## config.mk

```make
export PLATFORM = sky130hd
export DESIGN_NAME = bk_bus_ctrl
export DESIGN_NICKNAME = d
export VERILOG_FILES = /design/src/rtl/bk_bus_ctrl.sv
export SDC_FILE = /design/constraint.sdc
export NUM_CORES = 1
export LEC_CHECK = 0
export CORE_ASPECT_RATIO = 0.5
export CORE_MARGIN = 5
export CORE_UTILIZATION = 37
export DETAILED_ROUTE_END_ITERATION = 10
export GPL_ROUTABILITY_DRIVEN = 0
export PLACE_DENSITY = 0.76
export SETUP_SLACK_MARGIN = 0.2
export SYNTH_ARGS = -nofsm -noshare
export SYNTH_HDL_FRONTEND = slang
export SYNTH_SLANG_ARGS = --single-unit
```

## constraint.sdc

```tcl
create_clock -name clk -period 3.1 [get_ports clk]
set_clock_uncertainty 0.15 [all_clocks]
set_input_delay 0.775 -clock clk [delete_from_list [all_inputs] [get_ports clk]]
set_output_delay 0.775 -clock clk [all_outputs]
set_load 0.05 [all_outputs]
```

## src/rtl/bk_bus_ctrl.sv

```systemverilog
// bk_bus_ctrl: CPU bus cycle controller for the BK bus.
// Decodes RAM/ROM/register space, serves IAK vectors, times out slow replies.
module bk_bus_ctrl #(
    parameter int         NIRQ    = 2,
    parameter int         TIMEOUT = 15,
    parameter logic [7:0] DEF_VEC = 8'o000
) (
    input  logic                clk,
    input  logic                p_reset,
    input  logic                cpu_sync,
    input  logic                cpu_din,
    input  logic                cpu_dout,
    input  logic                cpu_wtbt,
    input  logic                cpu_iako,
    input  logic [15:0]         cpu_addr,
    input  logic [15:0]         cpu_dato,
    input  logic [2:0]          cpu_pri,
    output logic [15:0]         cpu_dati,
    output logic                cpu_rply,
    output logic                cpu_err,
    output logic                cpu_virq,
    output logic                mem_rd,
    output logic                mem_wt,
    output logic                mem_byte,
    output logic [15:0]         mem_addr,
    output logic [15:0]         mem_wdata,
    input  logic [15:0]         mem_rdata,
    input  logic                mem_rdy,
    output logic                reg_rd,
    output logic                reg_wt,
    output logic [6:0]          reg_addr,
    output logic [15:0]         reg_wdata,
    input  logic [15:0]         reg_rdata,
    input  logic                reg_bad,
    input  logic [NIRQ-1:0]     irq_req,
    input  logic [8*NIRQ-1:0]   irq_vec,
    output logic [NIRQ-1:0]     irq_ack
);

    typedef enum logic [2:0] {
        ST_IDLE, ST_WAIT, ST_MEM, ST_REG, ST_REPLY, ST_ERR
    } state_t;

    localparam logic [7:0] TMO = 8'(TIMEOUT);

    state_t          state, state_nx;
    logic            sync_d, sync_ok;
    logic [7:0]      cnt;
    logic [15:0]     addr_q;
    logic            wtbt_q, wr_q;
    logic [15:0]     dati_q;
    logic [NIRQ-1:0] ack_q;

    logic            sync_rise, sync_fall, tmo;
    logic            sel_reg, sel_rom, odd_byte;
    logic [NIRQ-1:0] irq_pick;
    logic [7:0]      vec_pick;
    logic [15:0]     wdata, mem_fmt, reg_fmt;

    function automatic logic [15:0] fmt_rd(
        input logic [15:0] d,
        input logic        bsel,
        input logic        odd
    );
        unique case (1'b1)
            !bsel:  fmt_rd = d;
            odd:    fmt_rd = {8'h00, d[15:8]};
            default: fmt_rd = {8'h00, d[7:0]};
        endcase
    endfunction

    // sync_ok blocks a held-high sync from looking like a new cycle after reset
    assign sync_rise = cpu_sync & ~sync_d & sync_ok;
    assign sync_fall = ~cpu_sync & sync_d;
    assign tmo       = (cnt + 8'd1) == TMO;

    assign sel_reg  = addr_q[15:7] == 9'h1FF;
    assign sel_rom  = addr_q[15] & ~sel_reg;
    assign odd_byte = wtbt_q & addr_q[0];
    assign wdata    = odd_byte ? {cpu_dato[7:0], cpu_dato[7:0]} : cpu_dato;
    assign mem_fmt  = fmt_rd(mem_rdata, wtbt_q, addr_q[0]);
    assign reg_fmt  = fmt_rd(reg_rdata, wtbt_q, addr_q[0]);

    // Downward scan so the lowest pending index wins
    always_comb begin
        irq_pick = '0;
        vec_pick = DEF_VEC;
        for (int i = NIRQ - 1; i >= 0; i--) begin
            if (irq_req[i]) begin
                irq_pick    = '0;
                irq_pick[i] = 1'b1;
                vec_pick    = irq_vec[8*i +: 8];
            end
        end
    end

    always_comb begin
        state_nx = state;
        unique case (state)
            ST_IDLE: if (sync_rise) state_nx = ST_WAIT;
            ST_WAIT: begin
                if (sync_fall)               state_nx = ST_IDLE;
                else if (cpu_iako & cpu_din) state_nx = ST_REPLY;
                else if (tmo)                state_nx = ST_ERR;
                else if (cpu_din | cpu_dout) begin
                    if (sel_reg)                 state_nx = ST_REG;
                    else if (sel_rom & cpu_dout) state_nx = ST_ERR;
                    else                         state_nx = ST_MEM;
                end
            end
            ST_MEM: begin
                if (sync_fall)    state_nx = ST_IDLE;
                else if (mem_rdy) state_nx = ST_REPLY;
                else if (tmo)     state_nx = ST_ERR;
            end
            ST_REG: begin
                if (sync_fall)    state_nx = ST_IDLE;
                else if (reg_bad) state_nx = ST_ERR;
                else              state_nx = ST_REPLY;
            end
            ST_REPLY: if (!cpu_din && !cpu_dout && !cpu_sync) state_nx = ST_IDLE;
            ST_ERR:   if (!cpu_sync) state_nx = ST_IDLE;
            default:  state_nx = ST_IDLE;
        endcase
    end

    always_ff @(posedge clk or posedge p_reset) begin
        if (p_reset) begin
            state   <= ST_IDLE;
            sync_d  <= 1'b0;
            sync_ok <= 1'b0;
            cnt     <= 8'd0;
            addr_q  <= 16'd0;
            wtbt_q  <= 1'b0;
            wr_q    <= 1'b0;
            dati_q  <= 16'd0;
            ack_q   <= '0;
        end else begin
            state  <= state_nx;
            sync_d <= cpu_sync;
            ack_q  <= '0;
            if (!cpu_sync) sync_ok <= 1'b1;
            if (state == ST_IDLE && sync_rise) begin
                addr_q <= cpu_addr;
                wtbt_q <= cpu_wtbt;
                cnt    <= 8'd0;
            end else if (state == ST_WAIT || state == ST_MEM) begin
                cnt <= cnt + 8'd1;
            end
            if (state == ST_WAIT) wr_q <= cpu_dout;
            if (state == ST_WAIT && state_nx == ST_REPLY) begin
                dati_q <= {8'h00, vec_pick};
                ack_q  <= irq_pick;
            end
            if (state == ST_MEM && state_nx == ST_REPLY && !wr_q)
                dati_q <= mem_fmt;
            if (state == ST_REG && state_nx == ST_REPLY && !wr_q)
                dati_q <= reg_fmt;
        end
    end

    assign cpu_dati  = dati_q;
    assign cpu_rply  = state == ST_REPLY;
    assign cpu_err   = state == ST_ERR;
    assign cpu_virq  = (|irq_req) & (cpu_pri == 3'd0);
    assign irq_ack   = ack_q;
    assign mem_rd    = (state == ST_MEM) & ~wr_q;
    assign mem_wt    = (state == ST_MEM) & wr_q;
    assign mem_byte  = wtbt_q;
    assign mem_addr  = addr_q;
    assign mem_wdata = wdata;
    assign reg_rd    = (state == ST_REG) & ~wr_q;
    assign reg_wt    = (state == ST_REG) & wr_q;
    assign reg_addr  = addr_q[6:0];
    assign reg_wdata = wdata;

endmodule

```

==> results of run 1 <==
## per-stage QoR
| step | instances | hold WS (ps) | power (mW) | setup WS, ps | utilization |
|---|---|---|---|---|---|
| after floorplan | 304 | 284 | 2.79 | 219 | - |
| final | 567 | 325 | 4.32 | 297 | 0.653 |
| after CTS | 567 | 332 | 4.34 | 283 | 0.652 |
| after global placement | 559 | 307 | 3.79 | 266 | 0.635 |
| after detailed placement | 559 | 313 | 3.81 | 193 | 0.635 |
| after global routing | 567 | 376 | 4.51 | 236 | 0.653 |
## cell type report
type / instances / area, um^2 / share of cell area
Clock buffer: 6 / 129 / 0.0246
Clock inverter: 2 / 10.0 / 0.00191
Tap cell: 112 / 140 / 0.0267
Timing Repair Buffer: 194 / 2220 / 0.423
Inverter: 5 / 18.8 / 0.00358
Multi-Input combinational cell: 199 / 1500 / 0.286
Sequential cell: 49 / 1230 / 0.234
## power groups by stage
stage | combinational (mW) | clock (mW) | sequential (mW)
final | 2.76 | 0.522 | 1.04
after global routing | 2.88 | 0.562 | 1.07
after CTS | 2.77 | 0.533 | 1.03
after detailed placement | 2.77 | 0 | 1.04
after global placement | 2.75 | 0 | 1.04
after floorplan | 1.27 | 0 | 1.52
## cell usage after synthesis (all sizes together)
cell / n
or3: 1
o21ai: 28
and3b: 2
xor2: 2
nor3b: 4
o311ai: 1
dfrtp: 49
nor2b: 5
a21boi: 2
o21bai: 1
a21oi: 3
nand4: 3
nor4bb: 2
a211oi: 2
nand2: 7
buf: 40
o221ai: 1
a311oi: 2
o2bb2ai: 3
a31o: 1
a221oi: 1
a211o: 1
or2: 1
nor4: 1
xnor2: 2
inv: 5
o21a: 2
ha: 2
o211ai: 1
mux2: 26
and3: 4
nor3: 2
nand2b: 7
a22oi: 24
and2: 2
clkbuf: 11
o31ai: 18
or4b: 1
nand3: 3
a31oi: 1
nor2: 13
a22o: 8
a222oi: 7
nand3b: 2
## state kept, by name, summed over array words and instances, names as in the netlist
signal and cells:
irq_ack 2, wr_q 1, mem_addr 16, cnt 8, state 3, sync_d 1
sync_ok 1, mem_byte 1, cpu_dati 16
## kinds of logic after synthesis
group | count (synthesis) | share of synthesized area
compound gates | 107 | 0.256
mux | 26 | 0.0959
simple gates | 60 | 0.115
fa+ha+maj | 2 | 0.00819
xor+xnor | 4 | 0.0115
buf+inv | 56 | 0.113
flops | 49 | 0.401
## final timing paths
kind / start / end / slack (ps) / depth (start not counted)
worst min-delay path: sync_ok / sync_ok / 320 / 1
min in group asynchronous: p_reset / state[0] / 610 / 2
worst min register to register: sync_ok / sync_ok / 320 / 1
worst max register to register: state[1] / cpu_dati[3] / 850 / 6
worst max-delay path: cpu_dato[6] / reg_wdata[14] / 300 / 3
max in group asynchronous: p_reset / state[2] / 1610 / 3
## layer usage
metal	track usage	wire length [um]	vias up	part of all wire
li1	-	-	1424	-
met1	0.211	3970	1494	0.38
met2	0.377	5550	93	0.53
met3	0.0719	782	11	0.075
met4	0.0471	142	0	0.014
met5	0	0	-	0
## timing repair
action,in CTS,in global routing
hold buffers,0,0
resized for setup,0,1
endpoints found under the setup margin,0,16
## worst reg2reg max path, stage by stage (launching register included)
cell and delay (ps):
dfrtp_1 650, and3b_1 260, a211oi_1 240, o21ai_1 150
buf_4 200, a222oi_1 340, o31ai_1 130
==> results.tsv, run 1 <==
metric	value	unit
status	finished clean	
grt.total_usage	0.196	
path_cells	clkdlybuf4s50_1 > mux2_2 > buf_12	
antenna_found_initial	0	
p_int	2.22	mW
critPathTopFamily	buffers and inverters	
synth_area_per_cell	10.0	um^2
drt_pre_antenna_iters	6	
p_clk_frac	0.121	
comb_power_share	0.640	
worst-setup-path-type	primary input to output pin	
path_buf_inv	2	
grt_max_degree	24	
drtAntennaViolNets	0	
syn_nets	400	
setup_viol	0	
antenna_cells	0	
routed_wl	10400	um
final_nets	550	
cts_tree	built	
slew_headroom	0.575	
synthDistinctLibCells	53	
switching_share	0.486	
ir_worst_vdd	0.000504	V
die_area	0.0103	mm^2
synth_area	0.00305	mm^2
ys_seq_area_frac	0.401	
cts-root-buf	clkbuf_16	
post_cts_buffers	0	
syn2layout_area_growth	71.6	%
synth-seq-cells	49	
grt_overflow	0	
ys_top_cells_by_area	dfrtp_1 40%, mux2_2 9.6%, buf_4 7.6%	
num_io_pins	175	
viasPerCell	5.33	
synth_top_area_frac	0.401	
netlist_instances	304	
cp.required	2170	ps
grt_pass1_vias	3325	
drive_gt1_frac	0.226	
num_rows	23	
endpoint_kind	output pin	
clock_sinks	49	
worst_path_max_delay_cell	clkdlybuf4s50_1	
die_height	74.2	um
min_period	2800	ps
fin_area	0.00524	mm^2
final_common_cell	clkdlybuf4s50_1	
fmax	0.357	GHz
maxCapViolCount	0	
drc	0	
dpl_cell_area	0.00510	mm^2
htreeDepth	2	
max-clock-path-buffers	2	
clock_latency	280	ps
power.switching	2.10	mW
hold_class	register to register	
hpwl	8480	um
final_cell_mix	135 x clkdlybuf4s50_1, 49 x dfrtp_1, 34 x buf_12	
worstMarginPinSlew	636	ps
grt_pass1_wl	16400	um
io_buffers	174	
fillers	646	
core	0.00803	mm^2
yosys.area.top_type	dfrtp_1	
drv_slew	0	
synth_warnings	0	
powerDensity	825	mW/mm^2
clkTransAtPathRegs	60	ps
setup-tns-final	0	ps
grt_setup_unrepaired	no	
die_w	138	um
numCtsBuffers	5	
start_kind	primary input	
start_util	0.380	
num_vias	3022	
wl_per_cell	18.4	um
hold_viol	0	
pwr-share-seq	0.240	
power.leakage	2.13	nW
min_period_over_period	0.904	
cpPeakStageDelay	550	ps
critPathArrivalTime	1880	ps
drt_iter0_drc	218	
path_max_fanout	3	
Note: power is estimated with default switching activity, not from simulation.
==> run 2, diff against run 1 <==
--- a/config.mk
+++ b/config.mk
@@ -12,6 +12,7 @@
 export GPL_ROUTABILITY_DRIVEN = 0
 export PLACE_DENSITY = 0.76
 export SETUP_SLACK_MARGIN = 0.2
+export SLEW_MARGIN = 20
 export SYNTH_ARGS = -nofsm -noshare
 export SYNTH_HDL_FRONTEND = slang
 export SYNTH_SLANG_ARGS = --single-unit
==> results of run 2 <==
The final DEF is identical to that of run 1; final timing and power are the same.
==> run 3, diff against run 2 <==
--- a/config.mk
+++ b/config.mk
@@ -7,10 +7,10 @@
 export LEC_CHECK = 0
 export CORE_ASPECT_RATIO = 0.5
 export CORE_MARGIN = 5
-export CORE_UTILIZATION = 37
+export CORE_UTILIZATION = 35
 export DETAILED_ROUTE_END_ITERATION = 10
 export GPL_ROUTABILITY_DRIVEN = 0
-export PLACE_DENSITY = 0.76
+export PLACE_DENSITY = 0.73
 export SETUP_SLACK_MARGIN = 0.2
 export SLEW_MARGIN = 20
 export SYNTH_ARGS = -nofsm -noshare
==> run 3 against run 2 <==
Compared with the run above:
- die area up 5.1%
- global-route usage down 0.65 points
- final area up 0.74%
- sequential power about the same
- combinational power about the same
- register-to-register slack worse by 180 ps
- critical path depth unchanged
- worst hold slack better by 7.8 ps
- sequential share of layout area down 0.17 points
- via count down 0.46%
- highest routed layer unchanged
- worst setup slack better by 43 ps
- maximum frequency up 1.6%
==> results.tsv, run 3 (synthesis gave the netlist of run 1 again) <==
metric	value	unit
status	finished clean	
cts_tree	built	
fmax	0.362	GHz
endpoint_kind	output pin	
die_height	76.1	um
hold_end	sync_ok	
reg2reg_from	state[1]	
path_max_fanout	11	
grt_overflow	0	
wl_per_cell	18.4	um
fin_cells	572	
setup_viol	0	
comb_power_share	0.634	
num_vias	3008	
min_period	2760	ps
maxCapViolCount	0	
grt_pass1_vias	3198	
worstMarginPinSlew	553	ps
post_cts_buffers	0	
clock_latency	290	ps
num_rows	24	
num_io_pins	175	
syn2layout_area_growth	72.9	%
grt_setup_unrepaired	no	
cts_hold_buffers	0	
slew_headroom	0.631	
io_buffers	174	
core	0.00862	mm^2
antenna_found_initial	0	
final_common_cell	clkdlybuf4s50_1	
utilization	0.613	
clkTransAtPathRegs	70	ps
hp-start	sync_ok	
drt_iter0_drc	272	
powerDensity	820	mW/mm^2
grt.total_usage	0.189	
critPathArrivalTime	1840	ps
ir_worst_vdd	0.000588	V
reg2reg_to	cpu_dati[5]	
fillers	727	
final_cell_mix	135 x clkdlybuf4s50_1, 49 x dfrtp_1, 36 x buf_12	
drv_slew	0	
hpwl	8340	um
drtAntennaViolNets	0	
power.leakage	2.13	nW
cp.required	2170	ps
power.switching	2.11	mW
max-clock-path-buffers	2	
grt_pass1_wl	16600	um
start_util	0.354	
reg2regPathDepth	6	
hold_class	register to register	
numCtsBuffers	5	
post_cts_resized	0	
final_nets	550	
power	4.33	mW
die_w	142	um
rrSetupSlack	670	ps
die_area	0.0108	mm^2
min_period_over_period	0.890	
cts-root-buf	clkbuf_16	
grt_max_degree	29	
drt_pre_antenna_iters	6	
hold_viol	0	
drc	0	
p_clk_frac	0.125	
start_kind	register	
viasPerCell	5.26	
pwr-share-seq	0.241	
clock_sinks	49	
antenna_cells	0	
worst-setup-path-type	register to output pin	
switching_share	0.488	
routed_wl	10500	um
p_int	2.21	mW
htreeDepth	2	
holdPathStages	1	
dp_cells	564	
drive_gt1_frac	0.224	
run 3: final cells by class:
cell class	count	area [um^2]	area share
Inverter	5	18.8	0.00355
Clock inverter	1	7.51	0.00142
Multi-Input combinational cell	199	1500	0.285
Sequential cell	49	1230	0.232
Timing Repair Buffer	194	2240	0.425
Clock buffer	7	133	0.0251
Tap cell	117	146	0.0277
run 3: layer usage:
metal | routed length, um | share of wire | GRT usage | vias up
met5 | 0 | 0 | 0 | -
met1 | 3880 | 0.37 | 0.208 | 1472
met2 | 5630 | 0.53 | 0.349 | 102
met3 | 890 | 0.084 | 0.0708 | 10
met4 | 133 | 0.013 | 0.0383 | 0
li1 | - | - | - | 1424
run 3: metrics by stage:
step	cell area, um^2	hold slack (ps)	TNS (ps)	setup slack, ps
after detailed placement	5130	312	-417	-54.9
final	5280	333	0	340
after CTS	5270	331	0	230
after floorplan	3070	284	0	219
after global routing	5280	346	0	211
after global placement	5130	304	0	18.1
run 3: worst max-delay path by stage:
| stage | from | end | slack [ps] |
|---|---|---|---|
| after floorplan | irq_req[0] | cpu_virq | 220 |
| after global placement | mem_rdy | cpu_dati[2] | 20 |
| after detailed placement | mem_rdy | cpu_dati[7] | -50 |
| after CTS | mem_rdy | cpu_dati[5] | 230 |
| after global routing | mem_byte | mem_wdata[11] | 210 |
| final | mem_byte | mem_wdata[11] | 340 |
run 3: worst max-delay path, stage by stage, from the launching register on:
cell and delay (ps):
dfrtp_1 560, nand2_1 370, mux2_2 440, buf_12 170
run 3: power groups by stage:
stage / sequential (mW) / clock, mW / combinational, mW
after detailed placement: 1.05 / 0 / 2.74
after global placement: 1.04 / 0 / 2.73
final: 1.04 / 0.540 / 2.75
after CTS: 1.04 / 0.547 / 2.75
after global routing: 1.08 / 0.574 / 2.87
after floorplan: 1.52 / 0 / 1.27
